`src/rtl/mem_pkg.sv`:
```
// Shared encodings for the data-memory access controller: request codes,
// FSM states, stack-pointer commands and default address geometry.
package mem_pkg;

    localparam int unsigned ADDR_W = 11;
    localparam logic [ADDR_W-1:0] SP_RESET = '1;

    typedef enum logic [2:0] {
        OP_NOP   = 3'd0,
        OP_LOAD  = 3'd1,
        OP_STORE = 3'd2,
        OP_PUSH  = 3'd3,
        OP_POP   = 3'd4,
        OP_PUSH2 = 3'd5,
        OP_POP2  = 3'd6
    } op_e;

    typedef enum logic {
        S_IDLE   = 1'b0,
        S_SECOND = 1'b1
    } state_e;

    typedef enum logic [2:0] {
        SP_HOLD = 3'd0,
        SP_INC1 = 3'd1,
        SP_INC2 = 3'd2,
        SP_DEC1 = 3'd3,
        SP_DEC2 = 3'd4
    } sp_cmd_e;

endpackage

```
`src/rtl/mem_access_ctrl_stack_pointer.sv`:
```
// Stack pointer register: hold, +1, +2, -1, -2, all modulo 2**ADDR_W,
// with synchronous reset to the top of the full-descending stack.
module stack_pointer #(
    parameter int unsigned        ADDR_W  = 11,
    parameter logic [ADDR_W-1:0]  RST_VAL = '1
) (
    input  logic                  clk,
    input  logic                  rst,
    input  mem_pkg::sp_cmd_e      cmd,
    output logic [ADDR_W-1:0]     sp
);
    import mem_pkg::*;

    always_ff @(posedge clk) begin
        if (rst) begin
            sp <= RST_VAL;
        end else begin
            case (cmd)
                SP_INC1: sp <= sp + ADDR_W'(1);
                SP_INC2: sp <= sp + ADDR_W'(2);
                SP_DEC1: sp <= sp - ADDR_W'(1);
                SP_DEC2: sp <= sp - ADDR_W'(2);
                default: sp <= sp;
            endcase
        end
    end

endmodule

```
`src/rtl/mem_access_ctrl.sv`:
```
// EX/MEM data-memory access controller: LOAD/STORE plus single- and
// double-word stack operations over a single-ported synchronous-write memory.
module mem_access_ctrl #(
    parameter int unsigned WORD_SIZE = 16,
    parameter int unsigned ADDR_W    = 11
) (
    input  logic                    clk,
    input  logic                    rst,
    input  logic                    op_valid,
    input  logic [2:0]              op,
    input  logic [ADDR_W-1:0]       ea,
    input  logic [2*WORD_SIZE-1:0]  wdata,
    output logic                    stall,
    output logic                    mem_read,
    output logic                    mem_write,
    output logic [ADDR_W-1:0]       mem_addr,
    output logic [WORD_SIZE-1:0]    mem_wd,
    input  logic [WORD_SIZE-1:0]    mem_rd,
    output logic [2*WORD_SIZE-1:0]  rdata,
    output logic                    rdata_valid,
    output logic [ADDR_W-1:0]       sp
);
    import mem_pkg::*;

    state_e                 state, state_nxt;
    logic                   second_push, second_push_nxt;
    logic [WORD_SIZE-1:0]   hold, hold_nxt;
    logic                   rd_done;
    logic [2*WORD_SIZE-1:0] rdata_nxt;
    sp_cmd_e                sp_cmd;
    logic [ADDR_W-1:0]      sp_p1, sp_p2, sp_m1;

    assign sp_p1 = sp + ADDR_W'(1);
    assign sp_p2 = sp + ADDR_W'(2);
    assign sp_m1 = sp - ADDR_W'(1);

    stack_pointer #(
        .ADDR_W  (ADDR_W),
        .RST_VAL ('1)
    ) u_sp (
        .clk (clk),
        .rst (rst),
        .cmd (sp_cmd),
        .sp  (sp)
    );

    always_ff @(posedge clk) begin
        if (rst) begin
            state       <= S_IDLE;
            second_push <= 1'b0;
            hold        <= '0;
            rdata       <= '0;
            rdata_valid <= 1'b0;
        end else begin
            state       <= state_nxt;
            second_push <= second_push_nxt;
            hold        <= hold_nxt;
            rdata_valid <= rd_done;
            if (rd_done) begin
                rdata <= rdata_nxt;
            end
        end
    end

    // The holding register carries the PUSH2 low word or the POP2 low word
    // into SECOND, so the second cycle never depends on upstream inputs.
    always_comb begin
        state_nxt       = state;
        second_push_nxt = second_push;
        hold_nxt        = hold;
        sp_cmd          = SP_HOLD;
        stall           = 1'b0;
        mem_read        = 1'b0;
        mem_write       = 1'b0;
        mem_addr        = '0;
        mem_wd          = '0;
        rd_done         = 1'b0;
        rdata_nxt       = rdata;

        if (!rst) begin
            case (state)
                S_IDLE: begin
                    if (op_valid) begin
                        case (op)
                            OP_LOAD: begin
                                mem_read  = 1'b1;
                                mem_addr  = ea;
                                rd_done   = 1'b1;
                                rdata_nxt = {{WORD_SIZE{1'b0}}, mem_rd};
                            end
                            OP_STORE: begin
                                mem_write = 1'b1;
                                mem_addr  = ea;
                                mem_wd    = wdata[WORD_SIZE-1:0];
                            end
                            OP_PUSH: begin
                                mem_write = 1'b1;
                                mem_addr  = sp;
                                mem_wd    = wdata[WORD_SIZE-1:0];
                                sp_cmd    = SP_DEC1;
                            end
                            OP_POP: begin
                                mem_read  = 1'b1;
                                mem_addr  = sp_p1;
                                sp_cmd    = SP_INC1;
                                rd_done   = 1'b1;
                                rdata_nxt = {{WORD_SIZE{1'b0}}, mem_rd};
                            end
                            OP_PUSH2: begin
                                mem_write       = 1'b1;
                                mem_addr        = sp;
                                mem_wd          = wdata[2*WORD_SIZE-1:WORD_SIZE];
                                stall           = 1'b1;
                                hold_nxt        = wdata[WORD_SIZE-1:0];
                                second_push_nxt = 1'b1;
                                state_nxt       = S_SECOND;
                            end
                            OP_POP2: begin
                                mem_read        = 1'b1;
                                mem_addr        = sp_p1;
                                stall           = 1'b1;
                                hold_nxt        = mem_rd;
                                second_push_nxt = 1'b0;
                                state_nxt       = S_SECOND;
                            end
                            default: ;
                        endcase
                    end
                end
                S_SECOND: begin
                    state_nxt = S_IDLE;
                    if (second_push) begin
                        mem_write = 1'b1;
                        mem_addr  = sp_m1;
                        mem_wd    = hold;
                        sp_cmd    = SP_DEC2;
                    end else begin
                        mem_read  = 1'b1;
                        mem_addr  = sp_p2;
                        sp_cmd    = SP_INC2;
                        rd_done   = 1'b1;
                        rdata_nxt = {mem_rd, hold};
                    end
                end
                default: state_nxt = S_IDLE;
            endcase
        end
    end

endmodule

```
`config.mk`:
```
export PLATFORM = sky130hd
export DESIGN_NAME = mem_access_ctrl
export DESIGN_NICKNAME = d
export VERILOG_FILES = /design/src/rtl/mem_pkg.sv /design/src/rtl/mem_access_ctrl_stack_pointer.sv /design/src/rtl/mem_access_ctrl.sv
export SDC_FILE = /design/constraint.sdc
export NUM_CORES = 1
export LEC_CHECK = 0
export CAP_MARGIN = 20
export CORE_MARGIN = 2
export CORE_UTILIZATION = 25
export DETAILED_ROUTE_END_ITERATION = 8
export GPL_TIMING_DRIVEN = 0
export PLACE_DENSITY_LB_ADDON = 0.2
export SYNTH_ARGS = -nofsm -noshare
export SYNTH_HDL_FRONTEND = slang
export SYNTH_HIERARCHICAL = 1
export SYNTH_SLANG_ARGS = --single-unit
```
`constraint.sdc`:
```
create_clock -name clk -period 12.2 [get_ports clk]
set_input_delay 2.44 -clock clk [delete_from_list [all_inputs] [get_ports clk]]
set_output_delay 2.44 -clock clk [all_outputs]
set_load 0.1 [all_outputs]
```
==> summary.txt <==
GRT
  • Grt total ovfl: 0
  • Vias in the first global route: 5369
  • Met3 usage: 0.0286
  • Gr busiest metal: met2
  • Initial antenna violation count: 0
  • Grt met1 use: 0.261
  • First-pass GRT wire length: ~31000 um
  • Gr usage total: 0.184
  • Met2 usage: 0.298
  • Largest net degree at the start of global routing: 16

Logic synthesis
  • Gate Count Post-Synth: 637
  • Syn Nets: 726
  • Xor/xnor share of the synthesized area: 0.0579
  • Synthesized cell area: about 5000 um2
  • Ys Warns: 6
  • Top FF cell, synth: dfxtp_1
  • Post-synthesis adder-cell area fraction: 0.0635
  • Leading area contributor after synthesis: dfxtp_1
  • Syn avg cell area: 7.80 um2
  • Seq cells post-synth: 62
  • Post-synth top area share: 0.250
  • Post-synth top cells: 72 x nor2_1, 62 x dfxtp_1, 52 x nand2_1
  • Cell variety after synth: 76
  • Async SR Flop Fraction: 0
  • Synth area leaders: dfxtp_1 25%, ha_1 5.5%, nor2_1 5.4%, a211oi_1 4.4%, mux2i_1 4.2%
  • Main combinational cell family by area after synthesis: compound AO/OA/AOI/OAI gates
  • Mux share of post-synthesis cell area: 0.0446
  • Most frequent cell after synthesis: nor2_1
  • Simple-Gate Fraction of Synth Area: 0.205
  • Post-synthesis sequential area ratio: 0.250
  • EDFF count, synth: 0
  • Post-synthesis compound-gate area fraction: 0.304

STA
  • Slew HR: 0.305
  • Final setup viols: 0
  • Worst Max-Slew Pin Slew: 1.04 ns
  • RSZ-0062 raised after global routing: no
  • Fmax: between 100 and 150 MHz
  • Period minus WS final: 8.48 ns
  • Pins Over Slew Limit: 0
  • Setup TNS: 0 ns
  • Fin crit share: 0.695
  • Fin. Hold Viols: 0
  • Skew final: 0.00846 ns

Route
  • DRC violations left: 0
  • Detailed Route WL: around 20000 um
  • Wire per inst: 18.7 um
  • DRT Pass-1 Iters: 6
  • Drt via density: 5.28
  • Via Count: 5568
  • Post-route ant nets: 0
  • DR iter-0 viols: 403

Clock network
  • H-tree depth: 3
  • TritonCTS buffer count: 9
  • Clock slew seen by the registers of the worst setup and hold paths: 0.06 ns
  • Clock latency at the later pin of the worst-skew pair: 0.33 ns
  • Cts hold-fix bufs: 0
  • Longest Clk Path Bufs: 2
  • Postcts setup bufs: 0
  • CTS tree: built
  • CTS sink cnt: 62
  • Post_cts resized: 0
  • Root buffer cell: clkbuf_16

Floorplanning
  • Initial Utilization: 0.255
  • Io pins: 139
  • Die Wd: roughly 140 um
  • Die H: 145 um
  • Die ar.: about 21000 um2
  • Core Box Area: approximately 19000 um2
  • Rows: 51

Placement
  • I/O Buffers: 137
  • Placed inst area: between 6000 and 7000 um2
  • GP Congestion: around 0.8
  • Post-DP HPWL: 14800 um

Setup path
  • Critical path type: input pin to output port
  • Crit. End Element: output port
  • Crit. Startpoint: rst
  • CP top delay family: buffers and inverters
  • CP max FO: 10
  • CP startpoint kind: input pin
  • Worst-path cell chain: clkdlybuf4s50_1 -> nand2b_1 -> buf_2 -> nor2_1 -> clkbuf_1 -> a222oi_1 -> inv_1 -> clkdlybuf4s50_1
  • CP required: 9.76 ns
  • R2r startpoint: state
  • Largest stage delay, worst path: 1.12 ns
  • CP max stage cell: clkdlybuf4s50_1
  • Crit path DAT: 6.04 ns
  • Buf/Inv on CP: 5
  • Most used cell, CP: clkdlybuf4s50_1

Pwr
  • P_leak: 2.60 nW
  • Peak VDD IR: 0.0560 mV
  • Power per cell area: 116 nW/um2
  • Power Total: 0.809 mW

Cells and area
  • Final net count: around 900
  • Area grow syn2layout: 40.9%
  • Layout cells sized above 1: 0.0747
  • Diode count: 0
  • Core Util, Final: 0.360
  • Fill cells: 2067
  • Final Instance Area: 7000 um2

Outcome
  • Status: finished, final reports clean

Run
  • Max Cap Violations: 0

Worst hold path
  • Startpoint of the worst hold path: rdata[0]
  • HP Class: flop to flop
-- metal layers --
metal,wire [um],share of wire
met4,253,0.013
met2,8960,0.45
met3,1210,0.061
met1,9340,0.47
met5,0,0
-- worst reg2reg max path: stages (launching register included) --
cell and delay, ns:
dfxtp_1 0.40, nand2b_1 0.07, buf_2 0.19, nor2_1 0.67
clkbuf_1 0.56, buf_6 0.23, or2b_2 0.17, buf_2 0.27
nor2_1 0.25, ha_1 0.36, a211o_1 0.30, o211ai_1 0.20
a21oi_1 0.21, o311ai_0 0.37, o221a_1 0.24
-- cells by family after synthesis --
| logic type | after synthesis |
|---|---|
| muxes | 22 |
| buffers and inverters | 80 |
| and+or+nand+nor | 213 |
| AOI/OAI and AO/OA | 204 |
| DFF | 62 |
| adders and majority gates | 24 |
| xor gates and xnor gates | 32 |
-- metrics by stage --
stage / setup WS (ns) / hold slack [ns] / instances
after floorplan: 4.15 / 0.488 / 637
after global placement: 3.65 / 0.478 / 1039
after detailed placement: 3.74 / 0.484 / 1039
after CTS: 3.71 / 0.500 / 1055
after global routing: 3.50 / 0.514 / 1055
final: 3.72 / 0.498 / 1055
-- placed cells by master, fill, tap and decap left out, types with 4 or more instances in the layout --
| cell type | instances |
|---|---|
| a211oi_1 | 29 |
| a21o_1 | 5 |
| a21oi_1 | 28 |
| a221oi_1 | 6 |
| a222oi_1 | 14 |
| a22oi_1 | 21 |
| a311oi_1 | 21 |
| a31oi_1 | 7 |
| buf_1 | 6 |
| buf_2 | 18 |
| buf_6 | 5 |
| clkbuf_1 | 23 |
| clkbuf_16 | 9 |
| clkdlybuf4s50_1 | 137 |
| dfxtp_1 | 62 |
| ha_1 | 22 |
| inv_1 | 24 |
| mux2i_1 | 21 |
| nand2_1 | 52 |
| nand2b_1 | 4 |
| nand3_1 | 23 |
| nand4_1 | 4 |
| nor2_1 | 72 |
| nor2b_1 | 8 |
| nor3_1 | 14 |
| o211ai_1 | 6 |
| o21ai_0 | 18 |
| o21ai_1 | 11 |
| o22ai_1 | 6 |
| o32ai_1 | 4 |
| or3_1 | 6 |
| xnor2_1 | 16 |
| xor2_1 | 15 |
-- final cells by class --
cell class | instances | area (um2) | area share
Timing Repair Buffer | 137 | 1370 | 0.196
Clock buffer | 9 | 225 | 0.0322
Buffer | 53 | 269 | 0.0384
Inverter | 27 | 101 | 0.0145
Clock inverter | 7 | 104 | 0.0148
Tap cell | 265 | 332 | 0.0474
Multi-Input combinational cell | 495 | 3350 | 0.479
Sequential cell | 62 | 1240 | 0.177
-- sequential cells by signal, indices dropped and copies added (netlist names) --
signal,cells
hold,16
rdata,32
rdata_valid,1
second_push,1
state,1
u_sp/sp,11
-- path summary, 6_finish.rpt --
path	to	slack, ns	cells after the start
setup / recovery	mem_wd[14]	3.72	8
hold / removal	rdata[0]	0.50	2
setup reg to reg	u_sp/sp[7]	7.67	14
hold reg to reg	rdata[0]	0.50	2
-- where the power goes --
| group | total [mW] | internal, mW | switching [mW] | leakage, nW |
|---|---|---|---|---|
| registers | 0.226 | 0.213 | 0.0130 | 0.505 |
| clock network | 0.287 | 0.182 | 0.106 | 0.161 |
| logic | 0.296 | 0.103 | 0.193 | 1.94 |
| total | 0.809 | 0.498 | 0.312 | 2.60 |
No activity file was read; power rests on OpenSTA's default activity.
